$ cat config.mk
export PLATFORM = sky130hd
export DESIGN_NAME = perceptron_trainer
export DESIGN_NICKNAME = d
export VERILOG_FILES = /design/src/rtl/perceptron_trainer_pkg.sv /design/src/rtl/perceptron_trainer_core.sv /design/src/rtl/perceptron_trainer.sv
export SDC_FILE = /design/constraint.sdc
export NUM_CORES = 1
export LEC_CHECK = 0
export CAP_MARGIN = 20
export CORE_ASPECT_RATIO = 2
export CORE_MARGIN = 10
export CORE_UTILIZATION = 25
export CTS_CLUSTER_DIAMETER = 120
export DETAILED_ROUTE_END_ITERATION = 10
export PLACE_DENSITY = 0.51
export SYNTH_ARGS = -nofsm -noshare
export SYNTH_HDL_FRONTEND = slang
export SYNTH_SLANG_ARGS = --single-unit
export TNS_END_PERCENT = 1
$ cat constraint.sdc
create_clock -name clk -period 12.5 [get_ports clk]
set_clock_uncertainty 0.1 [all_clocks]
set_input_delay 1.25 -clock clk [delete_from_list [all_inputs] [get_ports clk]]
set_output_delay 1.25 -clock clk [all_outputs]
set_load 0.005 [all_outputs]
$ cat src/rtl/perceptron_trainer_pkg.sv
// Signed fixed-point type, constants and saturating adder shared by the trainer.
// Latency: combinational helpers only.
// Backpressure: none.
package FixedPoint;

    localparam int SFP_W    = 16;
    localparam int SFP_FRAC = 8;

    // Q8.8 signed fixed point
    typedef logic signed [SFP_W-1:0] sfp;

    localparam sfp ONE     = sfp'(2 ** SFP_FRAC);
    localparam sfp SFP_MAX = {1'b0, {(SFP_W-1){1'b1}}};
    localparam sfp SFP_MIN = {1'b1, {(SFP_W-1){1'b0}}};

    // Overflow is only possible when both operands share a sign; clamp toward that sign.
    function automatic sfp sfp_sat_add(input sfp a, input sfp b);
        sfp s;
        s = a + b;
        if ((a[SFP_W-1] == b[SFP_W-1]) && (s[SFP_W-1] != a[SFP_W-1]))
            return a[SFP_W-1] ? SFP_MIN : SFP_MAX;
        return s;
    endfunction

endpackage

$ cat src/rtl/perceptron_trainer_core.sv
// Perceptron weights/bias, saturating score chain, step function and update rule.
// Latency: score/pred combinational from x; weight update lands on the next edge.
// Backpressure: none; updates only when update_en is high.
module perceptron_core
    import FixedPoint::*;
#(
    parameter int INPUT_UNITS = 2
) (
    input  logic                   clk,
    input  logic                   rst_n,
    input  logic                   clear,
    input  logic                   update_en,
    input  logic [INPUT_UNITS-1:0] x,
    input  logic                   target_bit,
    input  sfp                     lr,
    output sfp                     score,
    output logic                   pred,
    output logic                   err_nz
);

    sfp   w [INPUT_UNITS];
    sfp   b;
    sfp   neg_lr;
    sfp   step;
    logic err_pos;

    // Score is accumulated as a chain starting at the bias, saturating after every term.
    always_comb begin
        score = b;
        for (int i = 0; i < INPUT_UNITS; i++) begin
            if (x[i])
                score = sfp_sat_add(score, w[i]);
        end
    end

    assign pred    = (score > sfp'(0));
    assign err_nz  = (target_bit != pred);
    assign err_pos = target_bit & ~pred;
    // -SFP_MIN is not representable, so clamp the negated step to SFP_MAX
    assign neg_lr  = (lr == SFP_MIN) ? SFP_MAX : sfp'(-lr);
    assign step    = err_pos ? lr : neg_lr;

    // Perceptron update: move bias and active weights by +/-lr on a misprediction.
    always_ff @(posedge clk or negedge rst_n) begin
        if (!rst_n) begin
            b <= '0;
            for (int i = 0; i < INPUT_UNITS; i++) w[i] <= '0;
        end else if (clear) begin
            b <= '0;
            for (int i = 0; i < INPUT_UNITS; i++) w[i] <= '0;
        end else if (update_en && err_nz) begin
            b <= sfp_sat_add(b, step);
            for (int i = 0; i < INPUT_UNITS; i++) begin
                if (x[i])
                    w[i] <= sfp_sat_add(w[i], step);
            end
        end
    end

endmodule

$ cat src/rtl/perceptron_trainer.sv
// Trains a perceptron on a full truth table, then scores live switch inputs (macro PERCEPTRON_TRAINER_EARLY_STOP_EN enables early stop).
// Latency: one pattern per cycle while training; inference outputs registered one cycle after sample_in.
// Backpressure: none; start is ignored while training.
module perceptron_trainer
    import FixedPoint::*;
#(
    parameter int INPUT_UNITS = 2,
    parameter int MAX_EPOCHS  = 10
) (
    input  logic                               clk,
    input  logic                               rst_n,
    input  logic                               start,
    input  logic [2**INPUT_UNITS-1:0]          target,
    input  sfp                                 learning_rate,
    input  logic [INPUT_UNITS-1:0]             sample_in,
    output logic                               busy,
    output logic                               done,
    output logic                               converged,
    output logic [$clog2(MAX_EPOCHS+1)-1:0]    epochs_used,
    output logic                               predict_out,
    output sfp                                 score_out
);

    localparam int NPAT = 2 ** INPUT_UNITS;
    localparam int EW   = $clog2(MAX_EPOCHS + 1);
    localparam logic [EW-1:0] EPOCH_LIMIT = EW'(MAX_EPOCHS);

    typedef enum logic [1:0] {S_IDLE, S_TRAIN, S_INFER} trainer_state_e;

    trainer_state_e           state;
    logic [NPAT-1:0]          target_q;
    sfp                       lr_q;
    logic [INPUT_UNITS-1:0]   p;
    logic [INPUT_UNITS:0]     err_cnt;

    logic                     train_active;
    logic                     accept;
    logic [INPUT_UNITS-1:0]   x;
    logic                     pred;
    logic                     err_nz;
    sfp                       score;
    logic                     last_pat;
    logic                     epoch_clean;
    logic [EW-1:0]            epochs_next;
    logic                     limit_hit;
    logic                     finish_train;

    assign train_active = (state == S_TRAIN);
    assign accept       = start && !train_active;
    assign x            = train_active ? p : sample_in;
    assign last_pat     = (p == '1);
    // the last pattern's own error counts toward this epoch
    assign epoch_clean  = (err_cnt == '0) && !err_nz;
    assign epochs_next  = epochs_used + 1'b1;
    assign limit_hit    = (epochs_next == EPOCH_LIMIT);

`ifdef PERCEPTRON_TRAINER_EARLY_STOP_EN
    assign finish_train = last_pat && (epoch_clean || limit_hit);
`else
    assign finish_train = last_pat && limit_hit;
`endif

    perceptron_core #(.INPUT_UNITS(INPUT_UNITS)) u_core (
        .clk        (clk),
        .rst_n      (rst_n),
        .clear      (accept),
        .update_en  (train_active),
        .x          (x),
        .target_bit (target_q[p]),
        .lr         (lr_q),
        .score      (score),
        .pred       (pred),
        .err_nz     (err_nz)
    );

    // Control FSM: start latching, pattern/epoch/error counters, sticky flags and inference registers.
    always_ff @(posedge clk or negedge rst_n) begin
        if (!rst_n) begin
            state       <= S_IDLE;
            target_q    <= '0;
            lr_q        <= '0;
            p           <= '0;
            err_cnt     <= '0;
            busy        <= 1'b0;
            done        <= 1'b0;
            converged   <= 1'b0;
            epochs_used <= '0;
            predict_out <= 1'b0;
            score_out   <= '0;
        end else begin
            predict_out <= 1'b0;
            score_out   <= '0;
            case (state)
                S_IDLE, S_INFER: begin
                    if (start) begin
                        state       <= S_TRAIN;
                        target_q    <= target;
                        lr_q        <= learning_rate;
                        p           <= '0;
                        err_cnt     <= '0;
                        busy        <= 1'b1;
                        done        <= 1'b0;
                        converged   <= 1'b0;
                        epochs_used <= '0;
                    end else if (state == S_INFER) begin
                        predict_out <= pred;
                        score_out   <= score;
                    end
                end
                S_TRAIN: begin
                    if (last_pat) begin
                        epochs_used <= epochs_next;
                        if (finish_train) begin
                            state     <= S_INFER;
                            busy      <= 1'b0;
                            done      <= 1'b1;
                            converged <= epoch_clean;
                        end else begin
                            p       <= '0;
                            err_cnt <= '0;
                        end
                    end else begin
                        p <= p + 1'b1;
                        if (err_nz)
                            err_cnt <= err_cnt + 1'b1;
                    end
                end
                default: state <= S_IDLE;
            endcase
        end
    end

endmodule

==> results.toml, run 1 <==
[status]
status = "complete, no violations"

[sta]
rsz0062_at_grt = "no"
finalHoldViolations = 0
finalSetupTns_ns = 0
slew_headroom_pct = 31.9
setup_viol = 0
post-route-period-util_pct = 94.3
slew_violations = 0
timing.fmax_mhz = 84.8
tightest_slew_ns = 1.02
layout_min_cycle_time_ns = 11.79

[setup_path]
end_kind = "flop"
r2r-start = "u_core.b[8]"
cp_num_buf_inv = 5
slowest_delay_ns = 0.63
crit_path_frequent_cell = "a21oi_1"
worstSetupStartpointType = "flop"
crit_fanout = 13
crit_required_ns = 12.66
crit_start = "u_core.b[8]"
cp_top_family = "compound AO/OA/AOI/OAI gates"
crit_slowest_cell = "fa_1"
path_depth = 49
r2r_cells = 49
crit_type = "reg2reg"
crit_arrival_ns = 11.95

[die]
initial_utilization_pct = 25.2
num_rows = 98
die_area_um2 = 44600
die_y_um = 289
io_pins = 49
die_w_um = 154
fp.coreArea_um2 = 35800

[cts]
clock_tree.root_cell = "clkbuf_16"
hold_buffers = 0
cts_buffer_depth = 2
clock-sinks = 99
post-cts-setup-buffer-count = 0
post_cts_resized = 0
cts_htree_levels = 3
cts_buffers = 9
cts_tree = "yes"
clk_latency_ns = 0.38
clk_pin_slew_ns = 0.08

[worst_hold_path]
hold_depth = 2
hold_start = "target_q[0]"
holdCritPathClass = "reg2reg"

[placement]
gp_congestion = 0.929
port_buffers = 48
dp.final_hpwl_um = 28200

[detailed_routing]
drcViolationCount = 0
drt-initial-drc-count = 450
dr.pass1.iters = 5
routedWlPerCell_um = 20.7
wirelength_um = 34100
drtAntennaViolNets = 0
viasPerCell = 5.26
vias = 8663

[global_routing]
grt_pass1_vias = 9046
antenna_found_initial = 0
grt_max_degree = 61
overflow = 0
grt_pass1_wl_um = 52600
grt_usage_pct = 15.3

[logic_synthesis]
synth_nets = 1260
synth_top_area_share_pct = 27.4
dominantRegCellSynth = "dfrtp_1"
yosysWarningCount = 0
synth.most_common_cell = "nand2_1"
synth_area_leaders = "dfrtp_1 27%, ha_1 12%, nand2_1 8.4%"
synth-seq-cells = 99
yosysSeqAreaShare_pct = 27.4
syn_area_per_cell_um2 = 7.93
synth_cell_types = 91
synthArstFlopShare_pct = 100
yosysTopAreaCell = "dfrtp_1"
synth-edff-count = 0
syn_area_um2 = 9040
synth_cells = 1139
netlist_top_cells_count = "202 x nand2_1, 114 x nor2_1, 100 x o21ai_0"

[flow_run]
cap_viol_max_count = 0

[layout]
fin_nets = 1313
syn2layout_area_growth_pct = 16.2
drive_gt1_share_pct = 8.77
fillers = 3904
n_antenna_cell = 0
[cell type report]
class	count	area, um2	area share (%)
Clock buffer	9	225	2.14
Clock inverter	7	118	1.12
Inverter	38	143	1.36
Multi-Input combinational cell	962	6220	59.2
Sequential cell	99	2480	23.6
Tap cell	450	563	5.36
Timing Repair Buffer	82	758	7.22
[metal layers]
| metal | vias to the layer above | routed length [um] | GRT usage (%) | part of all wire [%] |
|---|---|---|---|---|
| met5 | - | 0 | 0 | 0 |
| met4 | 0 | 2990 | 12.5 | 8.8 |
| met3 | 95 | 808 | 1.90 | 2.4 |
| met2 | 209 | 19300 | 30.4 | 57 |
| met1 | 4174 | 11000 | 13.0 | 32 |
| li1 | 4185 | - | - | - |
[cells by family after synthesis]
family,count (synthesis),synth area share [%]
xor+xnor,48,4.65
compound gates,316,22.8
fa+ha+maj,96,13.9
simple gates,492,25.7
mux,10,1.58
flops,99,27.4
buf+inv,78,4.01
[through the flow]
stage	setup WS, ns	std cells	hold slack, ns	util, %	cell area, um2
after CTS	0.575	1647	0.379	29.3	10500
after global routing	0.0613	1647	0.419	29.3	10500
after global placement	0.696	1629	0.357	28.3	10100
final	0.707	1647	0.374	29.3	10500
after floorplan	2.55	1139	0.336	-	9040
after detailed placement	0.643	1631	0.359	28.3	10100
[worst paths after layout]
path                       slack [ns]           end
min                              0.37   target_q[0]
min reg2reg                      0.37   target_q[0]
max                              0.71  u_core.w[21]
max in group asynchronous       10.27  score_out[1]
max reg2reg                      0.71  u_core.w[21]
min in group asynchronous        0.77  u_core.w[19]
[cells in the final DEF (no fill, tap or decap), types with 4 or more instances in the layout]
cell type / instances
ha_1: 88
o211ai_1: 5
a211o_1: 5
clkdlybuf4s50_1: 47
buf_4: 33
a21o_1: 22
a22oi_1: 4
nand2b_1: 10
o22ai_1: 4
nor4_1: 7
o21ai_2: 7
nand2_1: 202
xnor2_1: 32
nor3_1: 32
a21boi_0: 4
o21a_1: 10
o2111ai_1: 5
clkbuf_16: 9
nor2b_1: 15
nand3_1: 28
and3_1: 13
xor2_1: 16
mux2i_1: 6
o31ai_1: 7
a31oi_1: 20
o21ai_0: 99
inv_1: 38
nand4_1: 13
and2_1: 5
o21bai_1: 4
nor2_1: 114
a21oi_1: 72
o21ai_1: 9
or3_1: 8
fa_1: 7
nand3b_1: 4
or2_2: 5
a211oi_1: 6
dfrtp_1: 99
[state kept, by name, indices dropped and copies added (netlist names)]
name	flops
target_q	4
converged	1
u_core.w	32
state	2
p	2
predict_out	1
u_core.b	16
epochs_used	4
score_out	16
lr_q	16
done	1
err_cnt	3
busy	1
[tightest hold or removal path, cell delays in order, from the launching register on]
cell     delay (ns)
dfrtp_1        0.35
nand2_1        0.05
nand2_1        0.05
Power of run 1 is left out: the tool's default activity adds up to more than one toggle a clock period on the data nets, which glitch-free logic cannot reach.
==> inputs of run 2 (changes only) <==
==> constraint.sdc (replaced) <==
create_clock -name clk -period 12.5 [get_ports clk]
set_clock_uncertainty 0.1 [all_clocks]
set_input_delay 2.5 -clock clk [delete_from_list [all_inputs] [get_ports clk]]
set_output_delay 2.5 -clock clk [all_outputs]
set_load 0.005 [all_outputs]
==> run 2 against run 1 <==
Final cell count decreased by 0.49%; die area unchanged; highest routed layer unchanged; final area decreased by 1.6%; critical path depth decreased by 4; first-iteration DRC count decreased by 13%; global-route usage decreased by 0.36 points; wire length decreased by 1.2%; hold slack improved by 0.0051 ns; sequential share of layout area increased by 0.39 points; maximum frequency increased by 1.9%.
==> results.toml, run 2 (synthesized netlist as in run 1, its figures left out) <==
[worst_hold_path]
holdCritPathClass = "reg2reg"
hold_depth = 2
holdPathEnd = "target_q[0]"
hold_start = "target_q[0]"

[sta]
layout_min_cycle_time_ns = 11.57
slew_violations = 0
timing.fmax_mhz = 86.4
slew_headroom_pct = 34.7
setup_viol = 0
tightest_slew_ns = 0.980
finalSetupTns_ns = 0
finalHoldViolations = 0
post-route-period-util_pct = 92.5
rsz0062_at_grt = "no"

[detailed_routing]
routedWlPerCell_um = 20.5
wirelength_um = 33600
viasPerCell = 5.22
drcViolationCount = 0
drt-initial-drc-count = 392
drtAntennaViolNets = 0
vias = 8552
dr.pass1.iters = 5

[global_routing]
grt_usage_pct = 14.9
antenna_found_initial = 0
grt_pass1_vias = 8778
grt_max_degree = 52
grt_pass1_wl_um = 51200
overflow = 0

[setup_path]
crit_path_frequent_cell = "a21o_1"
slowest_delay_ns = 0.65
r2r_cells = 45
ff2ff_setup_slack_ns = 0.93
crit_arrival_ns = 11.76
r2r_end = "u_core.b[2]"
end_kind = "flop"
worstSetupStartpointType = "flop"
crit_fanout = 22
crit_required_ns = 12.69
crit_slowest_cell = "fa_1"
r2r-start = "u_core.b[6]"
crit_type = "reg2reg"

[layout]
multiInputGateArea_um2 = 6200
largest_reg_flops = 32
regArea_um2 = 2480
fillers = 3896
final_cell_mix = "202 x nand2_1, 114 x nor2_1, 100 x o21ai_0"
drive_gt1_share_pct = 7.82
n_antenna_cell = 0
fin_nets = 1306
final_common_cell = "nand2_1"
syn2layout_area_growth_pct = 14.3
top_register = "u_core.w"
final_util_pct = 28.9

[die]
die_y_um = 289
io_pins = 49
initial_utilization_pct = 25.2
die_area_um2 = 44600
num_rows = 98
fp.coreArea_um2 = 35800
die_w_um = 154

[placement]
dp.final_hpwl_um = 27900
port_buffers = 48
gp_congestion = 0.937

[cts]
cts_tree = "yes"
hold_buffers = 0
clock_tree.root_cell = "clkbuf_16"
cts_htree_levels = 3
post_cts_resized = 0
clock-sinks = 99
clk_latency_ns = 0.37
clk_pin_slew_ns = 0.07
post-cts-setup-buffer-count = 0
cts_buffer_depth = 2
cts_buffers = 9

[status]
status = "complete, no violations"

[flow_run]
cap_viol_max_count = 0
run 2: cell type report:
cell class	instances	share of cell area, %
multi-input combinational	962	60.0
sequential	99	24.0
timing repair buffer	75	6.59
tap	450	5.45
clock buffer	9	2.18
inverter	38	1.38
clock inverter	6	0.400
run 2: critical path: cells and delay by family, from the launching register on:
family,cells,cell delay (ns)
AOI/OAI and AO/OA,21,4.35
and+or+nand+nor,16,3.57
adders and majority gates,6,2.30
DFF,1,0.46
muxes,1,0.44
buffers and inverters,1,0.22
run 2: through the flow:
step / cell area (um2) / setup WS, ns / cells / hold WS (ns)
global placement: 10100 / 0.855 / 1623 / 0.362
global route: 10300 / 0.0989 / 1639 / 0.403
detailed placement: 10100 / 0.901 / 1624 / 0.370
finish: 10300 / 0.931 / 1639 / 0.379
CTS: 10300 / 0.979 / 1639 / 0.388
floorplan: 9040 / 2.55 / 1139 / 0.336
run 2: routing by layer:
metal	global-route usage, %	up-vias	routed length [um]
met5	0	-	0
met4	13.6	0	3240
met3	2.15	96	955
met2	29.3	203	18900
met1	12.4	4096	10600
li1	-	4157	-
run 2: worst max path at each step:
stage                    to          from  slack, ns
2_1_floorplan  u_core.w[21]   u_core.b[6]       2.55
3_3_place_gp    u_core.b[2]  sample_in[0]       0.86
3_5_place_dp    u_core.b[2]  sample_in[0]       0.90
4_1_cts         u_core.b[2]  u_core.w[22]       0.98
5_1_grt        u_core.w[24]  u_core.w[22]        0.1
6_report        u_core.b[2]   u_core.b[6]       0.93
Power of run 2 is left out for the same reason.
